[src/rtl/hazard_scoreboard_pkg.sv]
// Shared types for the hazard scoreboard: register address, forwarding select and its encoding.
// The optional forwarding path in hazard_scoreboard is enabled with HAZARD_FWD_EN.
package hazard_pkg;
  localparam int unsigned REG_AW      = 5;
  localparam int unsigned NUM_STG_DEF = 3;
  localparam int unsigned SEL_W       = $clog2(NUM_STG_DEF + 1);

  typedef logic [REG_AW-1:0] reg_addr_t;
  typedef logic [SEL_W-1:0]  fwd_sel_t;

  typedef enum fwd_sel_t {
    FWD_RF = '0
  } fwd_src_e;
endpackage

[src/rtl/hazard_busy_tbl.sv]
// Busy-bit table for long-latency destinations plus the outstanding long-op counter.
// Optional forwarding (HAZARD_FWD_EN) lives in the top; this table is identical in both builds.
module hazard_busy_tbl
  import hazard_pkg::*;
#(
  parameter int unsigned NREGS    = 32,
  parameter int unsigned NRD      = 3,
  parameter int unsigned MAX_LONG = 4,
  parameter int unsigned CNT_W    = $clog2(MAX_LONG + 1)
) (
  input  logic                       clk,
  input  logic                       reset,
  input  logic                       set_en,
  input  reg_addr_t                  set_addr,
  input  logic                       clr_en,
  input  reg_addr_t                  clr_addr,
  input  logic [NRD-1:0][REG_AW-1:0] rd_addr,
  output logic [NRD-1:0]             rd_busy,
  input  logic                       cnt_inc,
  input  logic                       cnt_dec,
  output logic [CNT_W-1:0]           long_cnt
);

  logic [NREGS-1:0] busy;

  always_ff @(posedge clk) begin
    if (reset) begin
      busy     <= '0;
      long_cnt <= '0;
    end else begin
      // Clear first so a same-cycle set of the same register wins.
      if (clr_en && (32'(clr_addr) < NREGS)) busy[clr_addr] <= 1'b0;
      if (set_en && (32'(set_addr) < NREGS)) busy[set_addr] <= 1'b1;
      if (cnt_inc && !cnt_dec)      long_cnt <= long_cnt + CNT_W'(1);
      else if (cnt_dec && !cnt_inc) long_cnt <= long_cnt - CNT_W'(1);
    end
  end

  always_comb begin
    rd_busy = '0;
    for (int unsigned i = 0; i < NRD; i++)
      rd_busy[i] = (32'(rd_addr[i]) < NREGS) && busy[rd_addr[i]];
  end

  a_cnt_underflow: assert property (@(posedge clk) disable iff (reset)
    !(cnt_dec && !cnt_inc && long_cnt == '0));
  a_cnt_overflow: assert property (@(posedge clk) disable iff (reset)
    !(cnt_inc && !cnt_dec && long_cnt == CNT_W'(MAX_LONG)));

endmodule

[src/rtl/hazard_scoreboard.sv]
// ID-stage hazard detection: stage-match priority, forwarding selects and scoreboard stalls.
// Define HAZARD_FWD_EN to forward ready stage results; otherwise any stage match interlocks.
module hazard_scoreboard
  import hazard_pkg::*;
#(
  parameter int unsigned NUM_RPORTS = 2,
  parameter int unsigned NUM_STG    = NUM_STG_DEF,
  parameter int unsigned NREGS      = 32,
  parameter int unsigned MAX_LONG   = 4
) (
  input  logic                              clk,
  input  logic                              reset,
  input  logic                              id_valid,
  input  logic [NUM_RPORTS-1:0]             id_ren,
  input  logic [NUM_RPORTS-1:0][REG_AW-1:0] id_raddr,
  input  logic                              id_we,
  input  reg_addr_t                         id_dest,
  input  logic                              id_long_op,
  input  logic                              id_issue,
  input  logic [NUM_STG-1:0]                stg_valid,
  input  logic [NUM_STG-1:0]                stg_we,
  input  logic [NUM_STG-1:0][REG_AW-1:0]    stg_dest,
  input  logic [NUM_STG-1:0]                stg_rdy,
  input  logic                              long_wb_valid,
  input  reg_addr_t                         long_wb_dest,
  output logic                              block_id,
  output logic                              block_if,
  output logic                              br_stall,
  output fwd_sel_t [NUM_RPORTS-1:0]         fwd_sel
);

  localparam int unsigned CNT_W = $clog2(MAX_LONG + 1);

  logic [NUM_RPORTS-1:0][NUM_STG-1:0] match;
  logic [NUM_RPORTS:0][REG_AW-1:0]    rd_addr;
  logic [NUM_RPORTS:0]                rd_busy;
  logic [CNT_W-1:0]                   long_cnt;
  fwd_sel_t [NUM_RPORTS-1:0]          fwd_raw;
  logic stage_stall, raw_stall, waw_stall, cap_stall;
  logic long_accept;

  always_comb begin
    rd_addr = '0;
    for (int unsigned p = 0; p < NUM_RPORTS; p++) rd_addr[p] = id_raddr[p];
    rd_addr[NUM_RPORTS] = id_dest;
  end

  always_comb begin
    match = '0;
    for (int unsigned p = 0; p < NUM_RPORTS; p++)
      for (int unsigned k = 0; k < NUM_STG; k++)
        match[p][k] = stg_valid[k] && stg_we[k] && (stg_dest[k] != '0) &&
                      id_ren[p] && (stg_dest[k] == id_raddr[p]);
  end

`ifndef HAZARD_FWD_EN
  logic unused_stg_rdy;
  assign unused_stg_rdy = ^stg_rdy;
`endif

  // Only the youngest matching stage decides; older matches are shadowed by it.
  always_comb begin
    logic found;
    found       = 1'b0;
    stage_stall = 1'b0;
    raw_stall   = 1'b0;
    for (int unsigned p = 0; p < NUM_RPORTS; p++) begin
      fwd_raw[p] = FWD_RF;
      found      = 1'b0;
      for (int unsigned k = 0; k < NUM_STG; k++) begin
        if (!found && match[p][k]) begin
          found = 1'b1;
`ifdef HAZARD_FWD_EN
          if (stg_rdy[k]) fwd_raw[p] = fwd_sel_t'(k + 1);
          else            stage_stall = 1'b1;
`else
          stage_stall = 1'b1;
`endif
        end
      end
      if (id_ren[p] && rd_busy[p] && (id_raddr[p] != '0)) begin
        raw_stall  = 1'b1;
        fwd_raw[p] = FWD_RF;
      end
    end
  end

  assign waw_stall = id_we && rd_busy[NUM_RPORTS] && (id_dest != '0);
  assign cap_stall = id_long_op && (long_cnt == CNT_W'(MAX_LONG));

  always_comb begin
    block_id = !reset && id_valid && (stage_stall || raw_stall || waw_stall || cap_stall);
    block_if = block_id;
    br_stall = block_id;
    fwd_sel  = reset ? '0 : fwd_raw;
  end

  assign long_accept = id_valid && id_issue && id_long_op && !block_id;

  hazard_busy_tbl #(
    .NREGS    (NREGS),
    .NRD      (NUM_RPORTS + 1),
    .MAX_LONG (MAX_LONG),
    .CNT_W    (CNT_W)
  ) u_busy_tbl (
    .clk      (clk),
    .reset    (reset),
    .set_en   (long_accept && id_we && (id_dest != '0)),
    .set_addr (id_dest),
    .clr_en   (long_wb_valid),
    .clr_addr (long_wb_dest),
    .rd_addr  (rd_addr),
    .rd_busy  (rd_busy),
    .cnt_inc  (long_accept),
    .cnt_dec  (long_wb_valid),
    .long_cnt (long_cnt)
  );

  a_issue_blocked: assert property (@(posedge clk) disable iff (reset)
    !(id_issue && block_id));

endmodule

[config.mk]
export PLATFORM = sky130hd
export DESIGN_NAME = hazard_scoreboard
export DESIGN_NICKNAME = d
export VERILOG_FILES = /design/src/rtl/hazard_scoreboard_pkg.sv /design/src/rtl/hazard_busy_tbl.sv /design/src/rtl/hazard_scoreboard.sv
export SDC_FILE = /design/constraint.sdc
export NUM_CORES = 1
export LEC_CHECK = 0
export BUFFER_PORTS_ARGS = -buffer_cell sky130_fd_sc_hd__clkbuf_2
export CORE_MARGIN = 8
export CORE_UTILIZATION = 45
export CTS_CLUSTER_DIAMETER = 100
export DETAILED_ROUTE_END_ITERATION = 6
export PLACE_DENSITY = 0.67
export SYNTH_ARGS = -nofsm -noshare
export SYNTH_HDL_FRONTEND = slang
export SYNTH_HIERARCHICAL = 1
export SYNTH_SLANG_ARGS = --single-unit
export TNS_END_PERCENT = 20
[constraint.sdc]
create_clock -name clk -period 12.6 [get_ports clk]
set_input_delay 3.78 -clock clk [delete_from_list [all_inputs] [get_ports clk]]
set_output_delay 3.78 -clock clk [all_outputs]
set_load 0.02 [all_outputs]
==> impl_metrics.toml <==
[die]
core-area_mm2 = 0.00635
floorplan.rows = 29
chipWidth_um = 97.2
initial_core_util_pct = 46.8
die_height_um = 97.2
design.die.area_mm2 = 0.00945
io_pins = 60

[placement]
place_congestion = 0.883
dp_hpwl_mm = 6.57
io_buffers = 52

[global_route]
first_pass_grt_wire_length_mm = 14.4
antenna_found_initial = 0
final_global_route_overflow_total = 0
grt_max_degree = 37
first_global_vias = 2926
grt_usage_pct = 17.9

[final_layout]
postLayoutCoreUtil_pct = 51.8
antenna-diode-count = 0
filler_cell_count = 626
area_delta_synth_final_pct = 10.7
nNetsFinal = 475
final_layout_size_suffix_gt1_share_pct = 15.7

[clocking]
clk_path_buf_depth = 2
htree_levels = 2
tritoncts_buffers = 5
root_buffer = "sky130_fd_sc_hd__clkbuf_8"
number_of_hold_repair_buffers_added_at_the_cts_stage = 0
cts_tree = "done"
cts_setup_buffers = 0
clkSinkCount = 35
worst_skew_pair.late_latency_ns = 0.29
path_clk_slew_ns = 0.07
cts_resized = 0

[sta]
finalCritPeriodShare_pct = 80.0
final_skew_ns = 0.00543
hold_violations = 0
rsz0062_at_grt = "no"
setup_viol_count_final = 0
timing.slew.headroom_pct = 51.3
report.final.slew_viol_count = 0
tns_ns = 0
period_needed_ns = 10.08
tightest_slew_ns = 0.731
fmax_ghz = 0.0992

[synthesis]
synthArstFlopShare_pct = 0
synthDominantCellAreaShare_pct = 23.6
syn_inst = 377
ys.flop_type = "sky130_fd_sc_hd__dfxtp_1"
yosys_warnings = 6
most_area_hungry_cell_type_in_the_yosys_netlist = "sky130_fd_sc_hd__dfxtp_1"
synth_area_leaders = "sky130_fd_sc_hd__dfxtp_1, sky130_fd_sc_hd__mux2i_1, sky130_fd_sc_hd__xnor2_1"
syn_avg_cell_area_um2 = 7.88
post_synthesis_instance_area_mm2 = 0.00297
synth.most_common_cell = "sky130_fd_sc_hd__nand2_1"
ys_seq_elements = 35
ys_seq_area_share_pct = 23.6
synthDistinctLibCells = 46
yosys-top-cells-count = "sky130_fd_sc_hd__nand2_1, sky130_fd_sc_hd__mux2i_1, sky130_fd_sc_hd__a21oi_1, sky130_fd_sc_hd__dfxtp_1, sky130_fd_sc_hd__o21ai_0"
synth_edf_count = 0

[run]
drv.max_cap_violation_count = 0

[power_and_ir_drop]
power.ir.vdd_worst_v = 0.000134
power.density_mw_per_mm2 = 87.0
design_power_total_w = 0.000286
power.static_leakage_nw = 1.27

[setup_path]
timing.critical_path.from_type = "primary input"
cell_chain_of_the_critical_path = "clkbuf_2 > mux2i_1 > a22oi_1 > nand4b_1 > a21oi_1 > a311o_1 > o311ai_1 > o311a_1 > o211ai_1 > a41oi_1 > a31oi_1 > and2_1 > clkbuf_2"
cp_num_buf_inv = 2
worstSetupEndpointType = "primary output"
path_delay_family = "compound AO/OA/AOI/OAI gates"
crit_top_cell = "sky130_fd_sc_hd__clkbuf_2"
crit_arrival_ns = 6.30
critPathRequiredTime_ns = 8.82
crit_fanout = 20
worstSetupPathType = "in -> out"
critPathMaxStageDelay_ns = 0.50
worst_path_max_delay_cell = "sky130_fd_sc_hd__clkbuf_2"

[routing]
postRouteAntennaNets = 0
drtIter0Drc = 172
drt_pass1_iterations = 6
totalWireLength_mm = 8.80
avgRoutedWirePerCell_um = 17.7
route.vias.total = 2984
detail_route.drc_violations = 0
avgViaCountPerCell = 5.99

[min_path]
hold_path.class = "reg -> reg"

[outcome]
outcome = "finished clean"
[metrics by stage]
step | std cells | hold WS [ns] | instance area [µm²] | worst slack, ns
after floorplan | 380 | 0.458 | 2980 | 3.07
after global placement | 490 | 0.490 | 3170 | 2.55
after detailed placement | 490 | 0.509 | 3170 | 2.53
after CTS | 498 | 0.516 | 3290 | 2.52
after global routing | 498 | 0.544 | 3290 | 2.35
final | 498 | 0.516 | 3290 | 2.52
[state kept, by name, indices dropped and copies added (netlist names)]
| register | cells |
|---|---|
| u_busy_tbl/busy | 32 |
| u_busy_tbl/long_cnt | 3 |
[power by group]
| part | internal [W] | leakage [nW] | switching [W] |
|---|---|---|---|
| logic | 0.0000279 | 0.923 | 0.0000382 |
| clock network | 0.0000640 | 0.0612 | 0.0000412 |
| registers | 0.000112 | 0.283 | 0.00000223 |
| total | 0.000204 | 1.27 | 0.0000817 |
[layout by cell type (no fill, tap or decap), types with 4 or more instances in the layout]
cell type	n
sky130_fd_sc_hd__and2_1	4
sky130_fd_sc_hd__nand4_1	6
sky130_fd_sc_hd__xnor2_1	30
sky130_fd_sc_hd__mux2i_1	49
sky130_fd_sc_hd__clkbuf_2	52
sky130_fd_sc_hd__nand3b_1	5
sky130_fd_sc_hd__nand3_1	9
sky130_fd_sc_hd__nand2_1	63
sky130_fd_sc_hd__clkbuf_8	6
sky130_fd_sc_hd__conb_1	4
sky130_fd_sc_hd__nor2_1	12
sky130_fd_sc_hd__o21ai_0	34
sky130_fd_sc_hd__a22oi_1	12
sky130_fd_sc_hd__a21oi_1	42
sky130_fd_sc_hd__dfxtp_1	35
[logic make-up (layout without fill, tap and decap cells)]
group           after synthesis  after routing  share of synthesized area (%)
flops                        35             35                           23.6
compound gates              106            106                           21.1
fa+ha+maj                     2              2                           1.10
mux                          49             49                           16.5
xor+xnor                     32             32                           9.44
simple gates                130            130                           22.1
other cells                   1              4                          0.126
buf+inv                      22             63                           5.98
[per-layer routing]
layer  global-route usage [%]  wire [µm]  up-vias
met5                        0          0        -
met4                     4.08         82        0
met3                     3.49        544        8
met2                     29.1       4010      103
met1                     23.8       4170     1417
li1                         -          -     1456
[cell type report]
class	instances	area (µm²)	area share (%)
Multi-Input combinational cell	323	2100	63.9
Sequential cell	35	701	21.3
Timing Repair Buffer	52	260	7.91
Tap cell	77	96.3	2.93
Clock buffer	6	82.6	2.51
Clock inverter	2	35.0	1.07
Inverter	3	11.3	0.342
[path summary, 6_finish.rpt]
check                                                    startpoint                             endpoint  slack, ns  cells after the start
worst max register to register       u_busy_tbl/busy[19]$_SDFF_PP0_  u_busy_tbl/long_cnt[2]$_SDFFE_PP0P_       9.25                     17
worst min-delay path            u_busy_tbl/long_cnt[2]$_SDFFE_PP0P_  u_busy_tbl/long_cnt[2]$_SDFFE_PP0P_       0.52                      2
worst min register to register  u_busy_tbl/long_cnt[2]$_SDFFE_PP0P_  u_busy_tbl/long_cnt[2]$_SDFFE_PP0P_       0.52                      2
worst max-delay path                                    id_raddr[1]                             block_id       2.52                     13
[worst min-delay path: cells and delay by family (launching register included)]
family,cells,cell delay (ns)
AO/OA/AOI/OAI,2,0.14
flip-flops,1,0.33
Power figures use the tool's default switching activity.
